File: config.mk
export PLATFORM = sky130hd
export DESIGN_NAME = hilo_div_seq
export DESIGN_NICKNAME = d
export VERILOG_FILES = /design/src/rtl/hilo_div_seq.sv
export SDC_FILE = /design/constraint.sdc
export NUM_CORES = 1
export LEC_CHECK = 0
export ABC_AREA = 1
export CORE_ASPECT_RATIO = 0.6
export CORE_MARGIN = 2
export CORE_UTILIZATION = 56
export DETAILED_ROUTE_END_ITERATION = 8
export MAX_ROUTING_LAYER = met4
export PLACE_DENSITY = 0.8
export SYNTH_ARGS = -nofsm -noshare
export SYNTH_HDL_FRONTEND = slang
export SYNTH_SLANG_ARGS = --single-unit
File: constraint.sdc
create_clock -name clk -period 8.75 [get_ports clk]
set_clock_uncertainty 0.2 [all_clocks]
set_input_delay 2.625 -clock clk [delete_from_list [all_inputs] [get_ports clk]]
set_output_delay 2.625 -clock clk [all_outputs]
set_load 0.01 [all_outputs]
File: src/rtl/hilo_div_seq.sv
// hilo_div_seq: multi-cycle restoring divider for div/divu.
// quotient feeds lo, remainder feeds hi; done is the hi/lo write enable.
module hilo_div_seq #(
  parameter int WIDTH  = 32,
  parameter bit SIGNED = 1'b0
) (
  input  logic             clk,
  input  logic             reset,
  input  logic             start,
  input  logic [WIDTH-1:0] dividend,
  input  logic [WIDTH-1:0] divisor,
  output logic             stall,
  output logic             busy,
  output logic             done,
  output logic             div_zero,
  output logic [WIDTH-1:0] quotient,
  output logic [WIDTH-1:0] remainder
);

  localparam int CW = $clog2(WIDTH + 1);

  typedef enum logic [1:0] {
    IDLE,
    RUN,
    DONE
  } state_t;

  state_t state, state_nxt;

  logic [WIDTH:0]     r_reg, r_sh, r_nxt;
  logic [WIDTH-1:0]   q_reg, q_nxt, d_reg;
  logic [2*WIDTH:0]   rq_sh;
  logic [CW-1:0]      cnt;
  logic               neg_q, neg_r;
  logic               accept, div0, last, ge;
  logic               sgn_a, sgn_b;
  logic [WIDTH-1:0]   a_mag, b_mag, rem_mag;

  assign busy  = (state == RUN);
  assign done  = (state == DONE);
  assign stall = (start & ~busy) | busy;

  assign accept = start && (state != RUN);
  assign div0   = (divisor == '0);
  assign last   = (cnt == CW'(1));

  assign sgn_a = SIGNED && dividend[WIDTH-1];
  assign sgn_b = SIGNED && divisor[WIDTH-1];
  assign a_mag = sgn_a ? -dividend : dividend;
  assign b_mag = sgn_b ? -divisor : divisor;

  // One restoring step: R gets an extra top bit so R >= D never overflows.
  assign rq_sh   = {r_reg, q_reg} << 1;
  assign r_sh    = rq_sh[2*WIDTH:WIDTH];
  assign ge      = (r_sh >= {1'b0, d_reg});
  assign r_nxt   = ge ? (r_sh - {1'b0, d_reg}) : r_sh;
  assign q_nxt   = rq_sh[WIDTH-1:0] | WIDTH'(ge);
  assign rem_mag = r_nxt[WIDTH-1:0];

  always_ff @(posedge clk or posedge reset) begin
    if (reset) state <= IDLE;
    else       state <= state_nxt;
  end

  always_comb begin
    state_nxt = state;
    unique case (state)
      IDLE: if (start) state_nxt = div0 ? DONE : RUN;
      RUN:  if (last)  state_nxt = DONE;
      DONE: begin
        if (start) state_nxt = div0 ? DONE : RUN;
        else       state_nxt = IDLE;
      end
      default: state_nxt = IDLE;
    endcase
  end

  always_ff @(posedge clk or posedge reset) begin
    if (reset) begin
      r_reg     <= '0;
      q_reg     <= '0;
      d_reg     <= '0;
      cnt       <= '0;
      neg_q     <= 1'b0;
      neg_r     <= 1'b0;
      div_zero  <= 1'b0;
      quotient  <= '0;
      remainder <= '0;
    end else if (accept) begin
      div_zero <= div0;
      if (div0) begin
        quotient  <= '1;
        remainder <= dividend;
      end else begin
        r_reg <= '0;
        q_reg <= a_mag;
        d_reg <= b_mag;
        cnt   <= CW'(WIDTH);
        neg_q <= sgn_a ^ sgn_b;
        neg_r <= sgn_a;
      end
    end else if (state == RUN) begin
      r_reg <= r_nxt;
      q_reg <= q_nxt;
      cnt   <= cnt - CW'(1);
      if (last) begin
        quotient  <= neg_q ? -q_nxt : q_nxt;
        remainder <= neg_r ? -rem_mag : rem_mag;
      end
    end
  end

endmodule

==> summary.md <==
| Metric | Value |
|---|---|
| Slew Viols, Final | 0 |
| Most common cell after layout, fill and taps aside | nand2_1 |
| Count of different cell masters after synthesis | 38 |
| Buffers from clock root to sink, at most | 2 |
| Initial Util | 56.9% |
| DR vias/cell | 5.28 |
| Worst min-delay path class | flip-flop to flip-flop |
| Die area | 20400 um2 |
| Yosys reg bits | 169 |
| Commonest non-fill, non-tap cells in the layout | nand2_1 (535), inv_1 (227), dfrtp_1 (169) |
| Total Neg Setup Slack | 0 ns |
| Via Count | 10100 |
| Average size of a mapped cell | 6.94 um2 |
| All-Layer GR Usage | 31.2% |
| Routed len/inst | 15.4 um |
| Routed Antenna Nets | 0 |
| Crit-path cells | clkdlybuf4s50_1, nor2_1, inv_1, clkdlybuf4s50_1 |
| Placed insts | 1877 |
| GPL Wtd Cong | 0.977 |
| Minimum clock period | 6.69 ns |
| CTS H-tree depth | 4 |
| Yosys warnings | 0 |
| Mapped Nets | 1654 |
| Share of post-route cells with drive strength above 1 | 7.59% |
| Die X | 183 um |
| Worst slew margin | 25.3% |
| Std cell rows | 39 |
| Seq/Total Area, Yosys | 39.3% |
| Max cap viols | 0 |
| Post-route DRC | 0 |
| Fmax | 150 MHz |
| Peak supply drop | 0.251 mV |
| Mapped cell area | 10800 um2 |
| RSZ-0062 raised after global routing | false |
| Inserted Clock Buffers | 17 |
| Leakage power | 6.93 nW |
| Most Frequent Cell on Critical Path | clkdlybuf4s50_1 |
| Global-route wire length before repair | 48.6 mm |
| Vias in the first global route | 9365 |
| Initial detailed-routing violation count | 992 |
| CTS Root Cell | clkbuf_16 |
| Iteration count of the initial detailed-routing pass | 5 |
| Final Non-Filler Cells | 1907 |
| WL final | 29.3 mm |
| Clk Latency, worst-skew pair | 0.45 ns |
| Post-CTS resize count | 0 |
| Syn Inst Count | 1552 |
| CP required | 5.93 ns |
| Final Hold Vio Count | 0 |
| Area Growth Syn to Fin | 17.5% |
| CP Launch Type | input port |
| Crit path capture type | primary output |
| Status | complete, no violations |
| Worst-path maximum fanout | 3 |
| Die Y | 111 um |
| Post-synth EDFFs | 0 |
| IO Pins | 135 |
| Initial antenna violation count | 0 |
| Dpl hpwl | 21.6 mm |
| Setup bufs post-CTS | 0 |
| Diodes inserted | 0 |
| Final worst path period share | 76.4% |
| Data arrival time of the worst path | 3.86 ns |
| Tot Pwr | 5.64 mW |
| Asr flop ratio synth | 100% |
| CTS tree | yes |
| Largest stage delay, worst path | 0.56 ns |
| Placeable Area | 18900 um2 |
| Final Net Count | 1752 |
| Endpoints failing setup | 0 |
| Worst Tran Pin Value | 1.11 ns |
| Largest net degree at the start of global routing | 103 |
| Clock-pin slew on the worst setup and hold paths | 0.06 ns |
| Number of port buffers | 134 |
| Power per cell area | 446 nW/um2 |
| Slowest CP cell | clkdlybuf4s50_1 |
| Clock sink count | 169 |
| Ys flop type | dfrtp_1 |
| Gr ovfl total | 0 |
| WS Path Type | input port to primary output |
| # hold bufs at CTS | 0 |
[worst max-delay path, delay by kind of cell]
family        cells  cell delay, ns
simple gates      1            0.07
buf+inv           3            1.16
[cells by family after synthesis]
family,Yosys count,share of synthesized area [%]
and+or+nand+nor,909,37.5
xor gates and xnor gates,16,1.30
AOI/OAI and AO/OA,126,6.31
DFF,169,39.3
buffers and inverters,297,11.5
adders and majority gates,35,4.14
[cell usage after synthesis (23+ instances only)]
master / number / area (um2)
nand4_1: 44 / 275
dfrtp_1: 169 / 4230
inv_1: 228 / 856
or2_2: 31 / 194
nor2_1: 151 / 567
a21oi_1: 23 / 115
buf_2: 31 / 155
nand3_1: 69 / 345
o21ai_1: 53 / 265
ha_1: 34 / 425
a31oi_1: 31 / 194
nand2_1: 536 / 2010
nand3_2: 28 / 280
[cell type report]
cell class	count	area, um2
Clock buffer	23	458
Clock inverter	7	71.3
Fill cell	1669	6280
Inverter	237	895
Multi-Input combinational cell	1086	5310
Sequential cell	169	4230
Tap cell	246	308
Timing Repair Buffer	139	1380
[path summary, 6_finish.rpt]
kind,startpoint,to,slack (ns),cells after the start
max in group asynchronous,reset,q_reg[8],4.34,3
hold reg to reg,quotient[31],quotient[31],0.29,2
hold / removal,quotient[31],quotient[31],0.29,2
setup / recovery,start,stall,2.06,4
setup reg to reg,state[0],remainder[13],5.11,12
min in group asynchronous,reset,quotient[4],2.56,2
[routing by layer]
layer	wire length (um)	up-vias	global-route usage (%)
met1	14500	4663	46.2
met4	473	0	7.84
met3	1920	34	5.36
met5	0	-	-
li1	-	5015	-
met2	12400	351	44.4
[power breakdown]
part           internal, mW  total, mW  leakage, nW  switching, mW
combinational          1.23       3.51         4.61           2.28
clock                 0.396      0.716        0.250          0.320
sequential             1.17       1.41         2.07          0.241
total                  2.80       5.64         6.93           2.84
[metrics by stage]
stage	setup slack [ns]	cell area, um2	utilization [%]	hold slack, ns
6_report	2.06	12700	66.8	0.289
5_1_grt	1.93	12700	66.8	0.315
4_1_cts	2.06	12700	66.8	0.293
3_5_place_dp	2.07	12100	64.0	0.275
3_3_place_gp	2.09	12100	64.0	0.268
2_1_floorplan	1.35	10800	-	0.252
Power figures use the tool's default switching activity.
